$ cat config.mk
export PLATFORM = sky130hd
export DESIGN_NAME = inst_fetch_queue
export DESIGN_NICKNAME = d
export VERILOG_FILES = /design/src/rtl/inst_fetch_queue_pkg.sv /design/src/rtl/inst_fetch_queue.sv
export SDC_FILE = /design/constraint.sdc
export NUM_CORES = 1
export LEC_CHECK = 0
export CAP_MARGIN = 30
export CORE_MARGIN = 2
export CORE_UTILIZATION = 40
export CTS_CLUSTER_SIZE = 40
export DETAILED_ROUTE_END_ITERATION = 8
export GPL_ROUTABILITY_DRIVEN = 0
export PLACE_DENSITY = 0.68
export RECOVER_POWER = 100
export SLEW_MARGIN = 20
export SYNTH_ARGS = -nofsm -noshare
export SYNTH_HDL_FRONTEND = slang
export SYNTH_SLANG_ARGS = --single-unit
$ cat constraint.sdc
create_clock -name clock -period 15.6 [get_ports clock]
set_input_delay 2.34 -clock clock [delete_from_list [all_inputs] [get_ports clock]]
set_output_delay 2.34 -clock clock [all_outputs]
set_load 0.01 [all_outputs]
$ cat src/rtl/inst_fetch_queue_pkg.sv
// Core-wide fetch/decode constants and the fetch entry payload shared with the decode stage.
package inst_fetch_queue_pkg;

    localparam int unsigned XLEN = 64;
    localparam int unsigned ILEN = 32;
    localparam logic [XLEN-1:0] RESET_PC = 64'h0000_0000_8000_0000;

    // One fetched instruction as carried from fetch into decode.
    typedef struct packed {
        logic [XLEN-1:0] pc;
        logic [ILEN-1:0] inst;
        logic            misalign;
    } fetch_entry_t;

    // A PC not on a 4-byte boundary tags the entry so decode can raise the fault.
    function automatic logic pc_misaligned(input logic [1:0] pc_lo);
        return pc_lo != 2'b00;
    endfunction

endpackage

$ cat src/rtl/inst_fetch_queue.sv
// Fetch-to-decode decoupling queue: in-order circular buffer with valid/ready on both
// sides, single-cycle flush for redirects, and a misalign tag carried with each entry.
module inst_fetch_queue #(
    parameter int unsigned DEPTH = 4,
    parameter int unsigned XLEN  = inst_fetch_queue_pkg::XLEN,
    parameter int unsigned ILEN  = inst_fetch_queue_pkg::ILEN
) (
    input  logic                     clock,
    input  logic                     reset,
    input  logic                     in_valid,
    output logic                     in_ready,
    input  logic [XLEN-1:0]          in_pc,
    input  logic [ILEN-1:0]          in_inst,
    output logic                     out_valid,
    input  logic                     out_ready,
    output logic [XLEN-1:0]          out_pc,
    output logic [ILEN-1:0]          out_inst,
    output logic                     out_misalign,
    input  logic                     flush,
    output logic [$clog2(DEPTH):0]   count
);

    import inst_fetch_queue_pkg::*;

    localparam int unsigned PTR_W = $clog2(DEPTH);
    localparam int unsigned CNT_W = PTR_W + 1;

    typedef struct packed {
        logic [XLEN-1:0] pc;
        logic [ILEN-1:0] inst;
        logic            misalign;
    } entry_t;

    entry_t             mem [DEPTH];
    logic [PTR_W-1:0]   wr_ptr;
    logic [PTR_W-1:0]   rd_ptr;
    logic [CNT_W-1:0]   cnt;
    logic               in_ready_q;
    logic               out_valid_q;

    logic [PTR_W-1:0]   wr_ptr_next;
    logic [PTR_W-1:0]   rd_ptr_next;
    logic [CNT_W-1:0]   cnt_next;
    logic               push;
    logic               pop;
    entry_t             wr_entry;

    assign push = in_valid & in_ready_q;
    assign pop  = out_valid_q & out_ready;

    // Next pointer/occupancy; flush discards everything, including a same-cycle push.
    always_comb begin
        wr_ptr_next = wr_ptr;
        rd_ptr_next = rd_ptr;
        cnt_next    = cnt;
        wr_entry.pc       = in_pc;
        wr_entry.inst     = in_inst;
        wr_entry.misalign = pc_misaligned(in_pc[1:0]);
        if (flush) begin
            wr_ptr_next = '0;
            rd_ptr_next = '0;
            cnt_next    = '0;
        end else begin
            if (push) begin
                wr_ptr_next = wr_ptr + PTR_W'(1);
            end
            if (pop) begin
                rd_ptr_next = rd_ptr + PTR_W'(1);
            end
            case ({push, pop})
                2'b10:   cnt_next = cnt + CNT_W'(1);
                2'b01:   cnt_next = cnt - CNT_W'(1);
                default: cnt_next = cnt;
            endcase
        end
    end

    // Control state; status flags are precomputed from cnt_next so they stay pure flops.
    always_ff @(posedge clock) begin
        if (reset) begin
            wr_ptr      <= '0;
            rd_ptr      <= '0;
            cnt         <= '0;
            in_ready_q  <= 1'b1;
            out_valid_q <= 1'b0;
        end else begin
            wr_ptr      <= wr_ptr_next;
            rd_ptr      <= rd_ptr_next;
            cnt         <= cnt_next;
            in_ready_q  <= (cnt_next != CNT_W'(DEPTH));
            out_valid_q <= (cnt_next != CNT_W'(0));
        end
    end

    // Entry storage; only reset scrubs contents, flush just abandons them.
    always_ff @(posedge clock) begin
        if (reset) begin
            for (int i = 0; i < int'(DEPTH); i++) begin
                mem[i] <= '0;
            end
        end else if (push && !flush) begin
            mem[wr_ptr] <= wr_entry;
        end
    end

    assign in_ready     = in_ready_q;
    assign out_valid    = out_valid_q;
    assign count        = cnt;
    assign out_pc       = mem[rd_ptr].pc;
    assign out_inst     = mem[rd_ptr].inst;
    assign out_misalign = mem[rd_ptr].misalign;

endmodule

* Word-level counts from Yosys, hierarchy flattened *
Memory sizes are Yosys's and may differ from the RTL's. A register that Yosys moved wholly into a read port is not among the register bits.
Index checks and enable logic that the tools add are counted.

storage, ports and cells
  flip-flop bits (word level) = 9
  RAM bits = 388
  input bits = 101
  output and inout port bits = 102
  word-level logic and storage cells = 33
  memories kept = 1

memories
  name  depth  width  rd ports  clocked after memory_dff  wr ports  line                    source
  mem   4      97     1         1                         4         inst_fetch_queue.sv:34  entry_t mem [DEPTH];

cells by class
  $add $sub $neg = 4
  equality and inequality tests = 3
  multiplexer cells = 12
  bitwise gates (word level) = 2
  reductions and logical operators = 6

operators with widths
  cell                   count
  $mux W97               1
  $reduce_or A97 Y1      1
  $mux W1                6
  $mux W2                3
  $pmux W3 S2            1
  $add A2 B1 Y2 const B  2
  $add A3 B1 Y3 const B  1
  $mux W3                1
  $ne A3 B3 Y1 const B   1
  $reduce_bool A3 Y1     1
  $sub A3 B1 Y3 const B  1
  $and A1 B1 Y1          2
  $eq A2 B1 Y1 const B   1
  $eq A2 B2 Y1 const B   1
  $reduce_bool A2 Y1     1
  $reduce_or A2 Y1       1
  $logic_and A1 B1 Y1    1
  $logic_not A1 Y1       1

* Logic depth before layout (Yosys ltp) *
  word-level depth = 7
  gate-level depth with buffers = 6
  depth with buffers taken out = 6

* Worst setup path before layout *
No wires, ideal clock.

  kind = input to register
  start = in in_valid
  end = mem mem[3][0] in the netlist's numbering, enable pin
  library setup time = 0.573 ns
  data arrival time = 6.966 ns
  required time = 15.027 ns
  setup slack = 8.061 ns
  stages = 2
  path buffers = 0
  cell sequence = nand3_1 o21bai_1

RTL lines
  what             line                    source
  start, declared  inst_fetch_queue.sv:10  input logic in_valid,
  end, declared    inst_fetch_queue.sv:34

==> metrics.csv <==
metric,value,unit
Total Power,2.40,mW
TritonCTS clock tree,built,
CP Launch Type,input port,
Post-synth EDFFs,388,
PortBufs,202,
post-CTS resize count,0,
failing checks,"capacitance limit, slew limit",
Worst-Margin Slew,4020,ps
Initial Utilization,40.7,%
Critical Path AT,9250,ps
die extent in y,211,um
syn nets,1090,
Post-CTS Setup Inserts,0,
warnings from Yosys,0,
DP Worst Slack,10120,ps
via count,8923,
DR DRC count,0,
drt wl/cell,21.7,um
Synth Instances,987,
DP HPWL,21300,um
Leakage,7.31,nW
asr flop ratio synth,0,%
core area,0.0421,mm2
fin. max-slew vios,973,
Worst Path Required,15720,ps
most frequent cell after synthesis,edfxtp_1,
Reg-to-Reg Start,in_ready$_SDFF_PP1_,
skew final,15.9,ps
synth cell count leaders,"edfxtp_1 (388), and2_1 (385), mux4_2 (97)",
"Reg clk slew, reported paths",60,ps
worst vdd ir,64.1,uV
Skew-Pair Late Insertion Delay,560,ps
Synth Area per Inst,17.4,um2
vias in the first global route,9435,
Worst Hold Class,register to register,
status,"complete, but fails checks",
final setup vio count,0,
"Seq/Total Area, Yosys",69.2,%
largest net degree at the start of global routing,63,
Yosys top cell area share,67.9,%
crit end category,register,
Non-Filler Instances,1766,
Post-DRT Antenna Nets,0,
H-tree levels,2,
fin crit share,58.6,%
FILL cells,3527,
Setup crit start,reset,
share of cells above drive strength 1,12.6,%
library cells used by synthesis,34,
DP Cell Count,1681,
final net count,1293,
clock sink total,399,
FMAX,0.109,GHz
starting DRC count in detailed routing,579,
Mapped Area,0.0172,mm2
largest cells by area after synthesis,"edfxtp_1 (68%), and2_1 (14%), mux4_2 (13%)",
Fin Setup TNS,0,ps
# IOs,203,
Worst Path Max Fanout,38,
PwrDens,115,mW/mm2
gr ovfl total,0,
final setup margin,6460,ps
# Max-Cap Violations,24,
final wirelength,38200,um
dominant synthesized flop cell,edfxtp_1,
Final Critical Period,9140,ps
Slew HR,-168,%
first-pass GRT wire length,57800,um
CTS Buf Count,43,
#FFs+latches synth,399,
Die W,211,um
Area growth syn-to-layout,21.8,%
drt first pass iters,5,
Post-CTS Hold Buffers,0,
"Hold Vio Cnt, Final",0,
post-synth top area cell,edfxtp_1,
GRT Total Usage,17.6,%
Die Footprint,0.0446,mm2
Vias per Instance,5.05,
min-delay src,rd_ptr[1]$_SDFFE_PP0P_,
deepest clock path buffer count,3,
root buffer cell,clkbuf_16,
RSZ-0062 raised after global routing,no,
worst setup path class,input port to register,
Site Rows,75,
initial antenna violation count,8,
[per-layer routing]
metal  up-vias  global-route usage, %  wire, um
met1      4542                   24.2     16600
li1       4073                      -         -
met5         -                      0        51
met4         6                   5.63       848
met3        56                   3.51      2210
met2       246                   28.1     18500
[stage by stage]
step | hold slack [ps] | instance area [um2] | utilization, %
after detailed placement | 524 | 19700 | 46.8
after CTS | 543 | 21100 | 50.1
after floorplan | 485 | 17200 | -
final | 543 | 20900 | 49.6
after global placement | 508 | 19600 | 46.6
after global routing | 597 | 20900 | 49.6
[sequential cells by signal, indices dropped and copies added (netlist names), named ones only]
signal     cells
count          3
in_ready       1
mem          388
out_valid      1
rd_ptr         2
wr_ptr         2
[power by group]
| part | total [mW] | switching (mW) | internal (mW) |
|---|---|---|---|
| clock | 1.00 | 0.411 | 0.592 |
| sequential | 1.24 | 0.0121 | 1.23 |
| combinational | 0.159 | 0.0815 | 0.0772 |
[worst max-delay path, cell delays in order]
cell,delay [ps]
dlygate4sd3_1,630
nand4bb_1,350
nor3b_1,340
or2_0,2260
clkbuf_1,1350
clkbuf_1,1920
[cell type report]
cell class	count	area, um2	area share, %
clock inverter	23	206	0.988
antenna	4	10.0	0.0479
multi-input combinational	525	4880	23.3
sequential	399	11900	56.8
tap	539	674	3.23
clock buffer	55	1160	5.57
timing repair buffer	221	2090	10.0
[path summary, 6_finish.rpt]
kind | end | slack [ps] | depth (start not counted)
max reg2reg | mem[1][23]$_SDFFCE_PN0P_ | 8610 | 5
min | register | 540 | 2
max | mem[1][23]$_SDFFCE_PN0P_ | 6460 | 6
min reg2reg | register | 540 | 2
[kinds of logic (layout without fill, tap and decap cells)]
group	count (synthesis)	after routing	synth area share, %
muxes	98	98	12.8
xor gates and xnor gates	5	5	0.255
buffers and inverters	63	299	2.00
adders and majority gates	2	2	0.190
DFF	399	399	69.2
other	0	4	0
and+or+nand+nor	415	415	15.3
AOI/OAI and AO/OA	5	5	0.219
[cell usage in the layout, fill, tap and decap left out, drive strengths merged, types with 2 or more instances in the layout]
cell,netlist,routed
nand3,2,2
o211ai,2,2
and2,385,385
xnor2,2,2
bufinv,0,4
dfxtp,11,11
clkinv,0,17
nor3b,2,2
dlygate4sd3,0,98
nand2,2,2
or2,4,4
diode,0,4
mux4,97,97
nor2b,2,2
nor2,10,10
nand2b,3,3
clkbuf,38,74
edfxtp,388,388
clkdlybuf4s50,0,104
clkinvlp,0,2
xor2,3,3
(Power assumes the default switching activity.)
